`config.mk`:
```
export PLATFORM = sky130hd
export DESIGN_NAME = counter_rmw_engine
export DESIGN_NICKNAME = d
export VERILOG_FILES = /design/src/rtl/paqfe_pkg.sv /design/src/rtl/counter_rmw_engine.sv
export SDC_FILE = /design/constraint.sdc
export NUM_CORES = 1
export LEC_CHECK = 0
export CORE_UTILIZATION = 45
export CTS_BUF_LIST = sky130_fd_sc_hd__clkbuf_16
export DETAILED_ROUTE_END_ITERATION = 12
export GPL_TIMING_DRIVEN = 0
export PLACE_DENSITY = 0.77
export SLEW_MARGIN = 20
export SYNTH_ARGS = -nofsm -noshare
export SYNTH_HDL_FRONTEND = slang
export SYNTH_SLANG_ARGS = --single-unit
export TNS_END_PERCENT = 100
```
`constraint.sdc`:
```
create_clock -name clock -period 7.85 [get_ports clock]
set_input_delay 1.57 -clock clock [delete_from_list [all_inputs] [get_ports clock]]
set_output_delay 1.57 -clock clock [all_outputs]
set_load 0.01 [all_outputs]
```
`src/rtl/paqfe_pkg.sv`:
```
// paqfe_pkg: shared probability defaults, FSM state type and the adaptive update rule
package paqfe_pkg;
    localparam int PROB_WIDTH = 12;
    localparam int PROB_RATE  = 4;
    localparam int PROB_INIT  = 2048;

    typedef enum logic {INIT, RUN} rmw_state_t;

    // Moves p toward 2^width (b=1) or toward 0 (b=0) by 1/2^rate of the gap
    function automatic logic [31:0] prob_update(input logic [31:0] p, input logic b, input int width, input int rate);
        logic [31:0] one;
        one = 32'd1 << width;
        return b ? p + ((one - p) >> rate) : p - (p >> rate);
    endfunction
endpackage

```
`src/rtl/counter_rmw_engine.sv`:
```
// counter_rmw_engine: read-modify-write front end for one probability table.
// Initialises the table, then returns pre-update probabilities and writes back adapted values.
module counter_rmw_engine
    import paqfe_pkg::*;
#(
    parameter int ADDR_WIDTH = 16,
    parameter int DATA_WIDTH = PROB_WIDTH,
    parameter int RATE       = PROB_RATE,
    parameter int INIT_VALUE = PROB_INIT
) (
    input  logic                  clock,
    input  logic                  reset,
    output logic                  init_done,
    input  logic                  in_valid,
    output logic                  in_ready,
    input  logic [ADDR_WIDTH-1:0] in_addr,
    input  logic                  in_bit,
    output logic                  out_valid,
    input  logic                  out_ready,
    output logic [DATA_WIDTH-1:0] out_p,
    output logic                  ram_wea,
    output logic [ADDR_WIDTH-1:0] ram_addra,
    output logic [DATA_WIDTH-1:0] ram_dina,
    output logic                  ram_enb,
    output logic [ADDR_WIDTH-1:0] ram_addrb,
    input  logic [DATA_WIDTH-1:0] ram_dob
);
    rmw_state_t state, state_next;
    logic [ADDR_WIDTH-1:0] cnt, s1_addr;
    logic [DATA_WIDTH-1:0] fwd_data, upd;
    logic s1_valid, s1_bit, s1_fwd, accept, fire;

    assign in_ready  = state == RUN && (!s1_valid || out_ready);
    assign accept    = in_valid && in_ready;
    assign fire      = s1_valid && out_ready;
    assign out_valid = s1_valid;
    assign out_p     = s1_fwd ? fwd_data : ram_dob;
    assign upd       = DATA_WIDTH'(prob_update(32'(out_p), s1_bit, DATA_WIDTH, RATE));
    assign ram_enb   = accept;
    assign ram_addrb = in_addr;

    // Sweep writes are gated by reset so the write port stays quiet while held in reset
    always_comb begin
        state_next = (state == INIT && &cnt) ? RUN : state;
        ram_wea    = (state == INIT) ? reset : fire;
        ram_addra  = (state == INIT) ? cnt : s1_addr;
        ram_dina   = (state == INIT) ? DATA_WIDTH'(INIT_VALUE) : upd;
    end

    always_ff @(posedge clock or negedge reset) begin
        if (!reset) begin
            state     <= INIT;
            cnt       <= '0;
            init_done <= 1'b0;
            s1_valid  <= 1'b0;
            s1_addr   <= '0;
            s1_bit    <= 1'b0;
            s1_fwd    <= 1'b0;
            fwd_data  <= '0;
        end else begin
            state <= state_next;
            if (state == INIT) cnt <= cnt + ADDR_WIDTH'(1);
            if (state == INIT && &cnt) init_done <= 1'b1;
            // A read issued alongside a same-address write sees stale RAM data, so keep the new value aside
            if (accept) begin
                s1_valid <= 1'b1;
                s1_addr  <= in_addr;
                s1_bit   <= in_bit;
                s1_fwd   <= fire && in_addr == s1_addr;
                fwd_data <= upd;
            end else if (fire) begin
                s1_valid <= 1'b0;
            end
        end
    end
endmodule

```
# ---- Yosys cells after proc, flatten, opt, wreduce, memory -nomap -nowiden
# Cells that the tools add are included.
dict set report totals {
  input_bits 33
  romBits 0
  out_inout_bits 61
  latchBits 0
  regBits 48
  ram_bits 0
  n_memories 0
}
dict set report op_classes {
  n_addsub 4
  n_mul 0
  n_shift 0
  mux 7
  bitwise_logic 1
  eq_ne 1
  magnitude_cmp 0
  div 0
  reduce_logical 9
}
# operator count
set op_table {}
lappend op_table {{12-bit 2-to-1 mux} 3}
lappend op_table {{16-bit by 1-bit adder with 16-bit output, second input constant} 1}
lappend op_table {{16-bit equality test} 1}
lappend op_table {{16-bit 2-to-1 mux} 1}
lappend op_table {{16-bit AND reduction} 1}
lappend op_table {{13-bit by 12-bit subtractor with 14-bit output, first input constant} 1}
lappend op_table {{12-bit adder} 1}
lappend op_table {{12-bit by 8-bit subtractor with 12-bit output} 1}
lappend op_table {{1-bit logical AND} 5}
lappend op_table {{1-bit 2-to-1 mux} 3}
lappend op_table {{2-bit nonzero test} 1}
lappend op_table {{1-bit zero test} 1}
lappend op_table {{1-bit logical OR} 1}
lappend op_table {{1-bit NOT} 1}

# ---- Depth between registers and ports, before layout
# Gate-level depths: netlist of run 1.
dict set report logic_depth {
  depth_word 5
  depth_mapped 12
  mapped_depth_nobuf 11
}

# ---- Least setup slack after synthesis of run 1
# OpenSTA, ideal clock, no wires.
dict set report synth_path {
  kind {input -> output}
  start {in ram_dob[3]}
  end {out ram_dina[11]}
  t_arrival_ns 4.158
  required_ns 6.280
  path_buffers 0
  setup_slack_ns 2.122
  stages 10
  path_cell_list {or4_4 -> o221ai_4 -> nand4_1 -> xor2_1 -> ha_1 -> nand2_1 -> or3b_1 -> a211o_1 -> and3_1 -> o21ai_0}
}
dict set report synth_between {
  elab_chain_len 5
  word_cells_on_any_way 6
  classes_between {add/sub (3); mux (3)}
}
# element line_no
set synth_lines {}
lappend synth_lines {{start, declared} counter_rmw_engine.sv:26} ;# input logic [DATA_WIDTH-1:0] ram_dob
lappend synth_lines {{12-bit 2-to-1 mux *} counter_rmw_engine.sv:37} ;# assign out_p = s1_fwd ? fwd_data : ram_dob;
lappend synth_lines {{13-bit by 12-bit subtractor with 14-bit output} paqfe_pkg.sv:13} ;# return b ? p + ((one - p) >> rate) : p - (p >> rate);
lappend synth_lines {{12-bit adder} paqfe_pkg.sv:13}
lappend synth_lines {{12-bit 2-to-1 mux *} paqfe_pkg.sv:13}
lappend synth_lines {{12-bit 2-to-1 mux *} counter_rmw_engine.sv:47} ;# ram_dina = (state == INIT) ? DATA_WIDTH'(INIT_VALUE) : upd;
lappend synth_lines {{end, declared} counter_rmw_engine.sv:23} ;# output logic [DATA_WIDTH-1:0] ram_dina,
# Every way passes the cells marked *; elsewhere a longest branch is shown, timed or not.

# ---- Worst setup path in the final report of run 1
dict set report layout_path {
  start {in ram_dob[3]}
  end {out ram_dina[8]}
}
# Same word-level chain as after synthesis.

==> reports/summary.txt, run 1 <==
Grt total ovfl -> 0
Sequential area share after synthesis -> 34.9%
Sw power -> 0.145 mW
Synth Flop Type -> dfrtp_1
Maximum VDD drop -> 0.000147 V
Post-Syn Nets -> 384
Synth warnings -> 0
Clock Power Share -> 40.6%
Fin Hold WS -> 0.489 ns
CP arrival -> 5.52 ns
Max-cap violations -> 0
Worst Clk Skew -> 0.0126 ns
Share of layout cells above drive strength 1 -> 19.6%
Outcome -> finished clean
Residual DRC -> 0
Core area -> 7330 sq um
Largest net degree at the start of global routing -> 33
Number of synthesized register bits -> 48
Crit end category -> output port
Netlist cell types -> 55
Area of the mapped netlist -> 3440 sq um
Max-slew violations -> 0
Per-cell routed wire length -> 16.5 microns
Critical path class -> in2out
Hpwl dp -> 6.87 mm
CP max FO -> 3
CTS root buf -> clkbuf_16
Area grow syn2layout -> 35.9%
Num CTS Buffers -> 5
Final Cycle Share -> 90.3%
Worst-margin pin slew -> 0.559 ns
Die Y-Extent -> 89.4 microns
Comb pwr share -> 17.9%
CP Data Required Time -> 6.28 ns
GR Util All Layers -> 23.8%
Count of cells resized by post-cts repair -> 0
Clk slew on worst S/H paths -> 0.07 ns
First-pass GRT wire length -> 14.5 mm
Fin. Hold Viols -> 0
Multi-input logic area -> 2010 sq um
Tmin final -> 7.09 ns
Setup Slack @ Placement -> 0.808 ns
CTS tree -> yes
Gate Count Post-Synth -> 336
R2R Setup Slk -> 4.28 ns
Net count, final -> 485
Initial Util -> 46.9%
Full die area -> 7990 sq um
Avg Cell Area, Syn -> 10.2 sq um
Initial antenna violation count -> 0
Ys async rst share -> 100%
Vias -> 2900
LEAKAGE -> 2.03 nW
# fillers -> 599
ANT cells -> 0
Seq pwr share -> 41.4%
Row count -> 31
Skew-Pair Late Insertion Delay -> 0.29 ns
DRT iter0 DRCs -> 161
Sw Share -> 24.3%
Antenna-violating nets left -> 0
Vias in the first global route -> 3033
CTS max path bufs -> 2
RSZ-0062 raised after global routing -> no
Drt first pass iters -> 4
H-tree depth -> 2
Post-synth EDFFs -> 0
DRT Wirelength -> 8.88 mm
Fin worst setup slack -> 0.758 ns
Max Freq -> 141 MHz
Final Wtd Congestion -> 0.976
CTS Hold Bufs -> 0
Io pins -> 94
Port bufs -> 93
Die width -> 89.4 microns
Int Pwr -> 0.451 mW
P per Cell Area -> 128 nW/um^2
HP Class -> reg2reg
Slew HR -> 62.7%
Register area -> 1200 sq um
Crit path launch type -> input pin
Final TNS setup -> 0 ns
Post-CTS Setup Inserts -> 0
Final setup fails -> 0
CTS sink cnt -> 48
Via density -> 5.40
-- worst max-delay path, cell delays in order --
cell             delay [ns]
clkdlybuf4s50_1        0.44
or4_4                  0.55
o22ai_1                0.25
nand2_1                0.11
xnor2_1                0.15
a21oi_1                0.12
fa_1                   0.45
a21oi_1                0.19
o21ai_0                0.23
a21o_1                 0.27
o311ai_0               0.41
and3_1                 0.26
clkdlybuf4s50_1        0.54
-- Yosys cell counts, drive strengths merged (2+ instances only) --
| cell | instances | area (sq um) |
|---|---|---|
| dfrtp | 48 | 1200 |
| mux2 | 44 | 495 |
| xnor2 | 37 | 332 |
| nand2 | 28 | 108 |
| buf | 21 | 150 |
| ha | 14 | 175 |
| inv | 14 | 52.6 |
| and2 | 13 | 83.8 |
| a21oi | 12 | 67.6 |
| nand3 | 10 | 50.1 |
| nand4 | 10 | 62.6 |
| o21ai | 8 | 43.8 |
| xor2 | 8 | 70.1 |
| a21o | 5 | 37.5 |
| and3 | 5 | 31.3 |
| clkbuf | 5 | 18.8 |
| mux2i | 5 | 62.6 |
| and4 | 4 | 35.0 |
| nor3b | 4 | 30.0 |
| o31ai | 4 | 30.0 |
| a31oi | 3 | 18.8 |
| nor2 | 3 | 11.3 |
| nor2b | 3 | 18.8 |
| nor3 | 3 | 15.0 |
| a31o | 2 | 17.5 |
| nand2b | 2 | 12.5 |
| nor4 | 2 | 12.5 |
| o21bai | 2 | 15.0 |
| o221ai | 2 | 35.0 |
| or4 | 2 | 18.8 |
| or4b | 2 | 23.8 |
-- area by class of cell --
type / instances / share of cell area [%]
Buffer: 26 / 3.62
Clock buffer: 5 / 2.68
Clock inverter: 3 / 0.830
Inverter: 14 / 1.13
Multi-Input combinational cell: 248 / 43.1
Sequential cell: 48 / 25.7
Tap cell: 99 / 2.65
Timing Repair Buffer: 94 / 20.3
-- state kept, by name, indices dropped and copies added, names as in the netlist --
name	count
cnt	16
s1_addr	16
fwd_data	12
init_done	1
out_valid	1
s1_bit	1
s1_fwd	1
-- power by group through the flow --
| stage | Combinational (mW) | Clock [mW] | Sequential, mW |
|---|---|---|---|
| 2_1_floorplan | 0.0538 | 0 | 0.252 |
| 3_3_place_gp | 0.102 | 0 | 0.252 |
| 3_5_place_dp | 0.105 | 0 | 0.252 |
| 4_1_cts | 0.106 | 0.243 | 0.247 |
| 5_1_grt | 0.116 | 0.255 | 0.247 |
| 6_report | 0.107 | 0.242 | 0.247 |
-- cells in the final DEF, fill, tap and decap left out, types with 5 or more instances in the layout --
cell type / n
mux2_2: 44
xnor2_1: 36
nand4_1: 10
and3_1: 5
dfrtp_1: 48
nand2_1: 27
clkbuf_16: 5
a21o_1: 5
xor2_1: 8
a21oi_1: 10
ha_1: 14
nand3_1: 10
buf_4: 16
inv_1: 14
clkbuf_1: 5
o21ai_0: 7
clkdlybuf4s50_1: 92
and2_1: 12
-- final timing paths --
check                      startpoint           to  depth (start not counted)
setup / recovery           ram_dob[3]  ram_dina[8]                         13
hold / removal                 cnt[2]       cnt[2]                          1
setup reg to reg               s1_fwd  fwd_data[8]                         12
hold reg to reg                cnt[2]       cnt[2]                          1
max in group asynchronous       reset  fwd_data[0]                          2
min in group asynchronous       reset       cnt[3]                          1
-- logic make-up after synthesis --
family | after synthesis | share of synthesized area (%)
fa+ha+maj | 15 | 5.68
flops | 48 | 34.9
simple gates | 94 | 15.7
compound gates | 45 | 9.28
buf+inv | 40 | 6.44
xor+xnor | 45 | 11.7
mux | 49 | 16.2
-- per-layer routing --
metal	global-route usage (%)	vias to the layer above	share of wire [%]
li1	-	1384	-
met5	0	-	0
met2	41.5	119	47
met1	29.6	1377	45
met4	8.23	0	2.2
met3	4.43	20	6.2
-- per-stage QoR --
step | utilization, % | area, sq um | cells | power [mW]
detailed placement | 61.5 | 4510 | 529 | 0.357
global placement | 61.3 | 4490 | 528 | 0.354
finish | 63.7 | 4670 | 537 | 0.596
floorplan | - | 3440 | 336 | 0.306
global route | 63.7 | 4670 | 537 | 0.618
CTS | 63.7 | 4670 | 537 | 0.597
(Power assumes the default switching activity.)
==> run 2: changes to the inputs <==
--- a/config.mk
+++ b/config.mk
@@ -8,7 +8,6 @@
 export CORE_UTILIZATION = 45
 export CTS_BUF_LIST = sky130_fd_sc_hd__clkbuf_16
 export DETAILED_ROUTE_END_ITERATION = 12
-export GPL_TIMING_DRIVEN = 0
 export PLACE_DENSITY = 0.77
 export SLEW_MARGIN = 20
 export SYNTH_ARGS = -nofsm -noshare
==> reports/summary.txt, run 2 (synthesis results as in run 1) <==
Outcome -> finished clean
HP Start -> fwd_data[10]
Skew-Pair Late Insertion Delay -> 0.29 ns (about the same)
Crit path largest cell delay -> 0.55 ns (about the same)
Io pins -> 94 (unchanged)
Layout Utilization -> 61.3% (-2.4 points)
Setup crit start -> ram_dob[3]
CP max stage cell -> or4_4
Placed cell count -> 504 (-4.7%)
Fin worst setup slack -> 0.833 ns (+0.0756 ns)
Commonest non-fill, non-tap cells in the layout -> clkdlybuf4s50_1 (92), dfrtp_1 (48), mux2_2 (44)
Port bufs -> 93 (unchanged)
GR Util All Layers -> 21.1% (-2.7 points)
DRT Wirelength -> 8.10 mm (-8.8%)
CTS tree -> yes
Final setup fails -> 0 (unchanged)
DRT iter0 DRCs -> 81 (-50%)
Drt first pass iters -> 4 (unchanged)
Crit end category -> output port
Worst-margin pin slew -> 0.783 ns (+0.223 ns)
Area grow syn2layout -> 30.8%
Largest delay contributor family on the critical path -> compound AO/OA/AOI/OAI gates
# fillers -> 594 (-0.83%)
Row count -> 31 (unchanged)
Post-Layout Inst Area -> 4500 sq um (-3.7%)
Count of cells resized by post-cts repair -> 0 (unchanged)
CP Data Required Time -> 6.28 ns (about the same)
Vias in the first global route -> 2713 (-11%)
Final Wtd Congestion -> 0.945 (-3.2%)
CTS sink cnt -> 48 (unchanged)
Die width -> 89.4 microns (unchanged)
First-pass GRT wire length -> 12.9 mm (-11%)
Fin Hold WS -> 0.481 ns (-0.00847 ns)
Net count, final -> 460 (-5.2%)
Setup Slack @ Placement -> 0.909 ns (+0.100 ns)
Most common cell after layout, fill and taps aside -> clkdlybuf4s50_1
Clk slew on worst S/H paths -> 0.06 ns (about the same)
Largest net degree at the start of global routing -> 50 (+52%)
RSZ-0062 raised after global routing -> no
CTS max path bufs -> 2 (unchanged)
CTS Hold Bufs -> 0 (unchanged)
Final TNS setup -> 0 ns (unchanged)
CP max FO -> 3 (unchanged)
Max Freq -> 143 MHz (+1.1%)
Grt total ovfl -> 0 (unchanged)
Vias -> 2772 (-4.4%)
H-tree depth -> 2 (unchanged)
Full die area -> 7990 sq um (unchanged)
Per-cell routed wire length -> 15.8 microns (-4.4%)
ANT cells -> 0 (unchanged)
P per Cell Area -> 131 nW/um^2 (+2.2%)
Initial Util -> 46.9% (unchanged)
CTS root buf -> clkbuf_16
CP bufs+invs -> 2 (unchanged)
Share of layout cells above drive strength 1 -> 16.2% (-3.4 points)
Cell Chain, Critical Path -> clkdlybuf4s50_1 > or4_4 > o22ai_1 > nand2_1 > xnor2_1 > a21oi_1 > fa_1 > a21oi_1 > o21ai_0 > a21o_1 > o311ai_0 > and3_1 > clkdlybuf4s50_1
Worst Clk Skew -> 0.00773 ns (-0.00489 ns)
R2r startpoint -> s1_fwd
Residual DRC -> 0 (unchanged)
Crit path launch type -> input pin
Num CTS Buffers -> 5 (unchanged)
Initial antenna violation count -> 0 (unchanged)
CP arrival -> 5.45 ns (-0.07 ns)
HP Class -> reg2reg
PnR Total Power -> 0.587 mW (-1.6%)
Maximum VDD drop -> 0.0000923 V (-37%)
LEAKAGE -> 1.93 nW (-5.2%)
Hpwl dp -> 6.06 mm (-12%)
Final Cycle Share -> 89.4% (-0.96 points)
Finished Layout Cells -> 512 (-4.7%)
Post-CTS Setup Inserts -> 0 (unchanged)
Max-slew violations -> 0 (unchanged)
Slew HR -> 47.8% (-15 points)
Critical path class -> in2out
Fin. Hold Viols -> 0 (unchanged)
Via density -> 5.41 (+0.25%)
Tmin final -> 7.02 ns (-0.0756 ns)
Placed cell area -> 4330 sq um (-3.9%)
Die Y-Extent -> 89.4 microns (unchanged)
Core area -> 7330 sq um (unchanged)
Max-cap violations -> 0 (unchanged)
Biggest regs -> cnt x16, s1_addr x16, fwd_data x12
Antenna-violating nets left -> 0 (unchanged)
## run 2: changes by cell type in the layout (fill, tap and decap cells not counted), sizes merged
cell and delta:
clkbuf -5, buf -20
## run 2: final cells by class
cell class	count	area [sq um]	area share [%]
Multi-Input combinational cell	248	2010	44.8
Sequential cell	48	1200	26.7
Timing Repair Buffer	95	941	20.9
Clock buffer	5	125	2.78
Tap cell	99	124	2.75
Inverter	14	52.6	1.17
Clock inverter	3	38.8	0.863
## run 2: routing by layer
| layer | part of all wire [%] | global-route usage, % | wire, microns | vias up |
|---|---|---|---|---|
| met3 | 5.1 | 3.32 | 412 | 14 |
| met5 | 0 | 0 | 0 | - |
| li1 | - | - | - | 1329 |
| met4 | 1.8 | 7.07 | 144 | 0 |
| met1 | 46 | 27.8 | 3750 | 1326 |
| met2 | 47 | 35.4 | 3790 | 103 |
## run 2: worst min-delay path, delay by kind of cell, from the launching register on
family	cells	cell delay, ns
simple gates	1	0.05
flops	1	0.34
compound gates	1	0.05
## run 2: path summary, 6_finish.rpt
kind / end / slack [ns] / cells past startpoint
hold reg to reg: fwd_data[10] / 0.48 / 2
setup / recovery: ram_dina[8] / 0.83 / 13
min in group asynchronous: s1_addr[9] / 1.39 / 2
setup reg to reg: fwd_data[8] / 4.02 / 11
hold / removal: fwd_data[10] / 0.48 / 2
max in group asynchronous: fwd_data[0] / 6.03 / 2
## run 2: report_power, final
part,switching (mW),leakage (nW),internal (mW)
registers,0,0.651,0.247
logic,0.0489,1.19,0.0500
clock network,0.0922,0.0850,0.149
total,0.141,1.93,0.446
